File: config.mk
export PLATFORM = sky130hd
export DESIGN_NAME = ram64_fifo_ctrl
export DESIGN_NICKNAME = d
export VERILOG_FILES = /design/src/rtl/ram64_fifo_ctrl.sv
export SDC_FILE = /design/constraint.sdc
export NUM_CORES = 1
export LEC_CHECK = 0
export CORE_MARGIN = 2
export CORE_UTILIZATION = 43
export CTS_BUF_LIST = sky130_fd_sc_hd__clkbuf_16
export DETAILED_ROUTE_END_ITERATION = 8
export PLACE_DENSITY = 0.9
export SLEW_MARGIN = 5
export SYNTH_ARGS = -nofsm -noshare
export SYNTH_HDL_FRONTEND = slang
export SYNTH_SLANG_ARGS = --single-unit
File: constraint.sdc
create_clock -name clk -period 3.1 [get_ports clk]
set_input_delay 0.465 -clock clk [delete_from_list [all_inputs] [get_ports clk]]
set_output_delay 0.465 -clock clk [all_outputs]
set_load 0.03 [all_outputs]
File: src/rtl/ram64_fifo_ctrl.sv
// Valid/ready FIFO built on an external 64x16 single-port RAM plus a one-word output register.
// Optional build macro RAM64_FIFO_BYPASS_EN lets a push into an empty FIFO skip the RAM.
module ram64_fifo_ctrl #(
  parameter int WIDTH  = 16,
  parameter int ADDR_W = 6
) (
  input  logic              clk,
  input  logic              rst_n,
  input  logic              wr_valid,
  output logic              wr_ready,
  input  logic [WIDTH-1:0]  wr_data,
  output logic              rd_valid,
  input  logic              rd_ready,
  output logic [WIDTH-1:0]  rd_data,
  output logic [WIDTH-1:0]  ram_in,
  output logic              ram_load,
  output logic [ADDR_W-1:0] ram_address,
  input  logic [WIDTH-1:0]  ram_out,
  output logic [ADDR_W:0]   level
);

  localparam int DEPTH = 2 ** ADDR_W;
  localparam logic [ADDR_W:0] FULL_CNT = (ADDR_W + 1)'(DEPTH);

  logic [ADDR_W-1:0] r_wr_ptr;
  logic [ADDR_W-1:0] r_rd_ptr;
  logic [ADDR_W:0]   r_count;
  logic [WIDTH-1:0]  r_rd_data;
  logic              r_rd_valid;

  logic w_out_free;
  logic w_fetch;
  logic w_push;
  logic w_bypass;
  logic w_push_ram;
  logic w_pop;

  // The output stage can take a word when it is empty or being emptied this cycle.
  assign w_out_free = !r_rd_valid || rd_ready;
  assign w_fetch    = (r_count != '0) && w_out_free;
  assign w_pop      = r_rd_valid && rd_ready;

  always_comb begin
    wr_ready = rst_n && (r_count != FULL_CNT) && !w_fetch;
  end

  assign w_push = wr_valid && wr_ready;

`ifdef RAM64_FIFO_BYPASS_EN
  assign w_bypass = w_push && (r_count == '0) && w_out_free;
`else
  assign w_bypass = 1'b0;
`endif

  assign w_push_ram = w_push && !w_bypass;

  always_comb begin
    ram_in      = wr_data;
    ram_load    = w_push_ram;
    ram_address = w_push_ram ? r_wr_ptr : r_rd_ptr;
  end

  always_ff @(posedge clk) begin
    if (!rst_n) begin
      r_wr_ptr   <= '0;
      r_rd_ptr   <= '0;
      r_count    <= '0;
      r_rd_data  <= '0;
      r_rd_valid <= 1'b0;
    end else begin
      // Fetch and RAM push are mutually exclusive, so count moves by at most one.
      if (w_fetch) begin
        r_rd_data  <= ram_out;
        r_rd_valid <= 1'b1;
        r_rd_ptr   <= r_rd_ptr + ADDR_W'(1);
        r_count    <= r_count - (ADDR_W + 1)'(1);
      end else if (w_bypass) begin
        r_rd_data  <= wr_data;
        r_rd_valid <= 1'b1;
      end else if (w_pop) begin
        r_rd_valid <= 1'b0;
      end
      if (w_push_ram) begin
        r_wr_ptr <= r_wr_ptr + ADDR_W'(1);
        r_count  <= r_count + (ADDR_W + 1)'(1);
      end
    end
  end

  assign rd_valid = r_rd_valid;
  assign rd_data  = r_rd_data;
  assign level    = r_count + {{ADDR_W{1'b0}}, r_rd_valid};

endmodule

Word-level counts from Yosys, hierarchy flattened. Index checks and enable logic that the tools add are counted.

Flip-flop bits (word level): 36. Latch bits: 0. Bits in writable memories: 0. Bits in read-only memories: 0. Input bits: 36. Output and inout bits: 48. Logic and storage cells: 27. Memories: 0.

$add $sub $neg: 5. Multiply operators: 0. Div/mod/pow operators: 0. $lt $le $gt $ge: 0. Equality and inequality tests: 1. Shift operators: 0. Muxes and demuxes: 5. Bitwise operators: 0. Reduce and logical (&&, ||, !) cells: 11.

Operators with widths (count): 7-bit two-way mux (2); 6-bit by 1-bit adder with 6-bit output (second input constant) (2); 7-bit by 1-bit adder with 7-bit output (1); 7-bit by 1-bit adder with 7-bit output (second input constant) (1); 7-bit != test (second input constant) (1); 7-bit nonzero test (1); 7-bit by 1-bit subtractor with 7-bit output (second input constant) (1); 6-bit two-way mux (1); 1-bit logical AND (5); 2-bit nonzero test (2); 1-bit zero test (2); 1-bit two-way mux (2); 1-bit logical OR (1).

Longest topological paths before layout. Gate-level depths: netlist of run 1.

Depth in word-level cells: 7. Depth in mapped cells: 9. Mapped depth without buffers: 9.

Worst setup path after synthesis of run 1. No wires, ideal clock.

Path type: reg-to-reg. Start point: register r_count[0]. End point: register r_count[6]. Library setup time: 0.072 ns. Arrival: 2.658 ns. Required time: 3.028 ns. Path slack: 0.371 ns. Stages on the path, launching flop included: 10. Buffers on the path: 0. Clock period less this slack: 2.729 ns. Path through: dfxtp_1 -> or4_4 -> nor2_4 -> o21ai_2 -> fa_1 -> a211oi_1 -> o21bai_1 -> a21oi_1 -> mux2i_1 -> mux2i_1.

Cells in the longest elaborated chain, start to end: 6. Elaborated cells on any way between the ends: 12. Those cells by class: add/sub (2); eq/ne (1); mux (2); reduce/logical (7).

RTL lines: start: declaration (line 27) `logic [ADDR_W:0] r_count;`; start signal: assignment (line 76) `r_count <= r_count - (ADDR_W + 1)'(1);`; start signal: assignment (line 85) `r_count <= r_count + (ADDR_W + 1)'(1);`; parallel branches: the longest is 6 deep, another holds 7-bit by 1-bit subtractor with 7-bit output.

Parallel ways; which one is timed is not known. The select of a mux whose other input is x is not followed. A chain may end at the register's enable or synchronous reset.

Worst setup path after layout of run 1.
Start point: register r_count[5]. End point: register r_count[5].

Same word-level chain as after synthesis.

==> results.toml, run 1 <==
[grt]
antenna_found_initial = 0
grt_pass1_wl_mm = 7.29
groute.usage.overall = 0.174
grt_pass1_vias = 1585
grt_max_degree = 39
overflow = 0

[timing]
drv_slew = 0
max_slew_margin = 0.461
min_period_over_period = 0.937
hold_violations = 0
holdWs_ns = 0.458
fin_crit_ns = 2.90
rsz0062_at_grt = "false"
final.setup.tns_ns = 0
timing.fmax_mhz = 344
finalSetupViolCount = 0
tightest_slew_ns = 0.808
finalClockSkew_ns = 0.00256

[floorplan]
top_level_ports = 84
rows = 25
core_area_um2 = 4630
fp.dieH_um = 72.8
die_w_um = 72.8
die_area_um2 = 5290
initial_core_util = 0.439

[placed_design]
dp_hpwl_mm = 3.09
portBuffers = 51
gp_routability_congestion = 0.873

[layout]
layout-drive-gt1-share = 0.104
most-common-layout-cells = "nand2_1, clkdlybuf4s50_1, dfxtp_1"
n_antenna_cell = 0
final_common_cell = "nand2_1"
syn_to_final_growth_pct = 29.8
nets = 316

[synthesis]
async_flop_share = 0
syn_area_um2 = 2030
synth_flop_cell = "dfxtp_1"
synth_edf_count = 0
synth_top_area_frac = 0.354
synth.area.top_cells = "dfxtp_1, nand2_1, a21boi_0, buf_4, xnor2_1"
synth_fp_nets = 274
synth_cell_types = 42
yosysSeqAreaShare = 0.354
syn_avg_cell_area_um2 = 8.92
ys_warn_count = 0
ys_ff_latch = 36
netlist_instances = 228
yosysTopAreaCell = "dfxtp_1"

[worst_setup_path]
cp-end-kind = "register"
regToRegSetupSlack_ns = 0.20
r2r-start = "r_count[5]"
worst_ep_arrival_time_ns = 3.11
crit_fanout = 6
worstPathRequired_ns = 3.30
start_kind = "register"
r2r-end = "r_count[5]"
reg2reg_depth = 10
path_class = "reg2reg"

[drt]
vias_per_cell = 5.27
ant_nets = 0
wl_met3_um = 319
drc_errors = 0
met1_length_mm = 1.89
wl_met2_mm = 2.03
routedWlPerCell_um = 13.2
dr_total_vias = 1707
topRoutingLayerUsed = "met4"
wirelength_mm = 4.26
drt-pass1-iter-count = 4
drt_iter0_drc = 104

[power]
power_density_nw_per_um2 = 940
p_leak_nw = 1.10
ir_worst_vdd_mv = 0.486

[worst_hold_path]
min_from = "rd_data[13]"
hold_path.class = "reg2reg"
min_to = "rd_data[13]"
hold_path_depth = 2

[clocking]
cts_tree = "built"
post_cts_buffers = 0
cts_buffers = 5
clk_latency_ns = 0.27
cts_sinks = 36
clockBufferDepth = 2
cts.clk_slew.worst_paths_ns = 0.05
h-tree-depth = 2
clk_root_buffer_cell = "clkbuf_16"

[job]
cap_violations = 0

[status]
run_status = "finished clean"
[per-layer routing]
metal  global-route usage  vias to the layer above
met5                    0                        -
met2                0.288                       55
met4               0.0329                        0
li1                     -                      849
met3               0.0539                        6
met1                0.225                      797
[sequential cells by signal (all words and copies together) (netlist names)]
register  count
rd_data      16
r_count       7
r_rd_ptr      6
r_wr_ptr      6
rd_valid      1
[metrics by stage]
| stage | total power [mW] | setup slack [ns] | util | instances | area (um2) |
|---|---|---|---|---|---|
| floorplan | 1.67 | 0.371 | - | 228 | 2030 |
| global placement | 2.00 | 0.170 | 0.542 | 317 | 2510 |
| detailed placement | 2.04 | 0.119 | 0.542 | 317 | 2510 |
| CTS | 2.49 | 0.186 | 0.570 | 324 | 2640 |
| global route | 2.66 | 0.00960 | 0.570 | 324 | 2640 |
| finish | 2.48 | 0.196 | 0.570 | 324 | 2640 |
[area by class of cell]
class	instances	area (um2)
inverters	2	7.51
fillers	436	1990
repair buffers	59	558
well taps	54	67.6
multi-input cells	166	1150
clock inverters	2	8.76
flip-flops and latches	36	721
clock buffers	5	125
[worst max path at each step]
stage               start         end  slack, ns  depth (start not counted)
2_1_floorplan  r_count[0]  r_count[6]       0.37                          9
4_1_cts        r_count[0]  r_count[5]       0.19                         10
5_1_grt        r_count[0]  r_count[5]       0.01                         10
6_report       r_count[5]  r_count[5]       0.20                         10
3_5_place_dp     rd_ready  r_count[5]       0.12                         11
3_3_place_gp     rd_ready  r_count[5]       0.17                         11
[power breakdown]
part / switching (mW) / leakage [nW] / internal [mW] / total (mW)
registers: 0.115 / 0.296 / 0.573 / 0.689
clock network: 0.172 / 0.0709 / 0.288 / 0.460
logic: 0.740 / 0.733 / 0.591 / 1.33
[cell usage after synthesis, types with 6 or more instances]
cell / number
a21boi_0: 17
and2_1: 11
buf_4: 17
clkbuf_1: 6
dfxtp_1: 36
ha_1: 9
mux2i_1: 7
nand2_1: 47
nor2b_1: 7
xnor2_1: 13
[critical path, stage by stage (launching register included)]
cell       delay (ns)
dfxtp_1          0.38
or4_4            0.61
nor2_4           0.19
o21ai_2          0.13
buf_4            0.17
ha_1             0.36
o21a_1           0.22
a2111oi_1        0.40
a41oi_1          0.08
a21o_1           0.17
a21boi_1         0.13
[logic make-up (layout without fill, tap and decap cells)]
family | after synthesis | after routing | share of synthesized area
buffers and inverters | 26 | 68 | 0.0800
muxes | 11 | 11 | 0.0566
xor gates and xnor gates | 17 | 17 | 0.0732
and+or+nand+nor | 84 | 84 | 0.202
AOI/OAI and AO/OA | 44 | 44 | 0.169
adders and majority gates | 10 | 10 | 0.0652
DFF | 36 | 36 | 0.354
[timing repair]
| item | in CTS | in global routing |
|---|---|---|
| endpoints found under the setup margin | 4 | 1 |
| resized for setup | 4 | 1 |
| hold buffers | 0 | 0 |
No activity file was read; power rests on OpenSTA's default activity.
==> run 2, diff against run 1 <==
Settings changed: CORE_UTILIZATION 43 to 27, PLACE_DENSITY 0.9 to 0.65.
==> run 2 against run 1 <==
Against the previous run: sequential share of layout area is 1.0 points lower; sequential power down 0.6%; sequential cell count unchanged; critical path depth did not move; worst setup slack better by 0.026 ns; clock power grew 3%; maximum frequency is 0.91% higher; combinational power rose by 5%; count of clock-buffer cells in the layout stayed put; final cell count up 15%; critical endpoint unchanged.
==> results.toml, run 2 (synthesis gave the netlist of run 1 again) <==
[worst_setup_path]
worstPathRequired_ns = 3.31
critPathMaxStageDelay_ns = 0.61
worst_ep_arrival_time_ns = 3.09
crit_buf_inv = 1
start_kind = "register"
cp-end-kind = "register"
path_cells = "or4_4 > nor2_4 > o21ai_2 > buf_4 > ha_1 > a211o_1 > a2111oi_0 > a41oi_1 > a21o_1 > a21boi_1"
crit_fanout = 6
path_class = "reg2reg"
crit_family = "compound AO/OA/AOI/OAI gates"
crit_slowest_cell = "or4_4"

[power]
p_int_mw = 1.48
p_sw_frac = 0.417
p_leak_nw = 1.17
p_comb_frac = 0.544
p_clk_frac = 0.187
ir_worst_vdd_mv = 0.312
seqPwrFrac = 0.269
finalPower_mw = 2.55
power_density_nw_per_um2 = 930
p_switching_mw = 1.06

[drt]
drt-pass1-iter-count = 4
vias_per_cell = 4.52
drc_errors = 0
drt_iter0_drc = 65
dr_total_vias = 1687
wirelength_mm = 4.70
routedWlPerCell_um = 12.6
ant_nets = 0

[clocking]
cts.clk_slew.worst_paths_ns = 0.06
h-tree-depth = 2
clk_root_buffer_cell = "clkbuf_16"
holdBufCountCts = 0
cts_buffers = 5
cts_sinks = 36
cts_tree = "built"
clockBufferDepth = 2
clk_latency_ns = 0.28

[timing]
finalSetupViolCount = 0
finalClockSkew_ns = 0.00982
setup_ws_ns = 0.222
final.setup.tns_ns = 0
rsz0062_at_grt = "false"
max_slew_margin = 0.761
drv_slew = 0
tightest_slew_ns = 0.350
timing.fmax_mhz = 348
hold_violations = 0
min_period_over_period = 0.928
fin_crit_ns = 2.88

[floorplan]
fp.dieH_um = 90.8
top_level_ports = 84
initial_core_util = 0.280
core_area_um2 = 7250
die_area_um2 = 8240
die_w_um = 90.8
rows = 31

[grt]
antenna_found_initial = 0
overflow = 0
grt_pass1_wl_mm = 7.71
grt_pass1_vias = 1648
groute.usage.overall = 0.117
grt_max_degree = 39

[layout]
final_area_um2 = 2740
final_common_cell = "nand2_1"
largest_reg_flops = 16
layout-drive-gt1-share = 0.113
syn_to_final_growth_pct = 34.7
final_cells = 373
n_antenna_cell = 0
most-common-layout-cells = "nand2_1, clkdlybuf4s50_1, dfxtp_1"
nets = 319

[placed_design]
portBuffers = 51
pre_cts_ws_ns = 0.119
dp_hpwl_mm = 3.43
gp_routability_congestion = 0.843
dp_cells = 365
placed_area_um2 = 2590

[status]
run_status = "finished clean"

[job]
cap_violations = 0

[worst_hold_path]
hold_path.class = "reg2reg"
-- run 2: cell count changes in the layout (fill, tap and decap cells not counted) --
cell and change:
buf_4 +3, a2111oi_0 +1, clkinv_4 +1, clkinv_2 -1, dlygate4sd2_1 -4, inv_1 +1, dlymetal6s2s_1 +4, a2111oi_1 -1
-- run 2: worst paths after layout --
path	startpoint	to	slack [ns]	cells past startpoint
hold reg to reg	rd_data[8]	rd_data[8]	0.45	2
hold / removal	rd_data[8]	rd_data[8]	0.45	2
setup reg to reg	r_count[5]	r_count[5]	0.22	10
setup / recovery	r_count[5]	r_count[5]	0.22	10
-- run 2: what timing repair did --
item,4_1_cts,5_1_grt
buffers inserted,0,0
setup endpoints to repair,0,4
resized for setup,0,4
-- run 2: per-stage QoR --
step	hold slack, ns	util
after floorplan	0.442	-
after global placement	0.440	0.357
after detailed placement	0.455	0.357
after CTS	0.461	0.376
after global routing	0.483	0.378
final	0.454	0.378
-- run 2: power by group through the flow --
stage | Clock, mW | Combinational, mW | Sequential (mW)
6_report | 0.476 | 1.39 | 0.685
5_1_grt | 0.514 | 1.51 | 0.702
4_1_cts | 0.493 | 1.41 | 0.686
2_1_floorplan | 0 | 0.894 | 0.775
3_3_place_gp | 0 | 1.38 | 0.694
3_5_place_dp | 0 | 1.40 | 0.695
-- run 2: layout make-up --
cell class | count | area (um2)
Clock buffer | 5 | 125
Clock inverter | 3 | 16.3
Fill cell | 767 | 4510
Inverter | 2 | 7.51
Multi-Input combinational cell | 166 | 1150
Sequential cell | 36 | 721
Tap cell | 99 | 124
Timing Repair Buffer | 62 | 596
-- run 2: worst min-delay path: stages (launching register included) --
cell and delay, ns:
dfxtp_1 0.30, nand2_1 0.05, a21boi_1 0.05
-- run 2: layer usage --
metal	track usage	up-vias	wire [um]
met2	0.203	37	2240
met3	0.0334	9	250
met5	0	-	0
li1	-	852	-
met1	0.133	789	2130
met4	0.0505	0	89
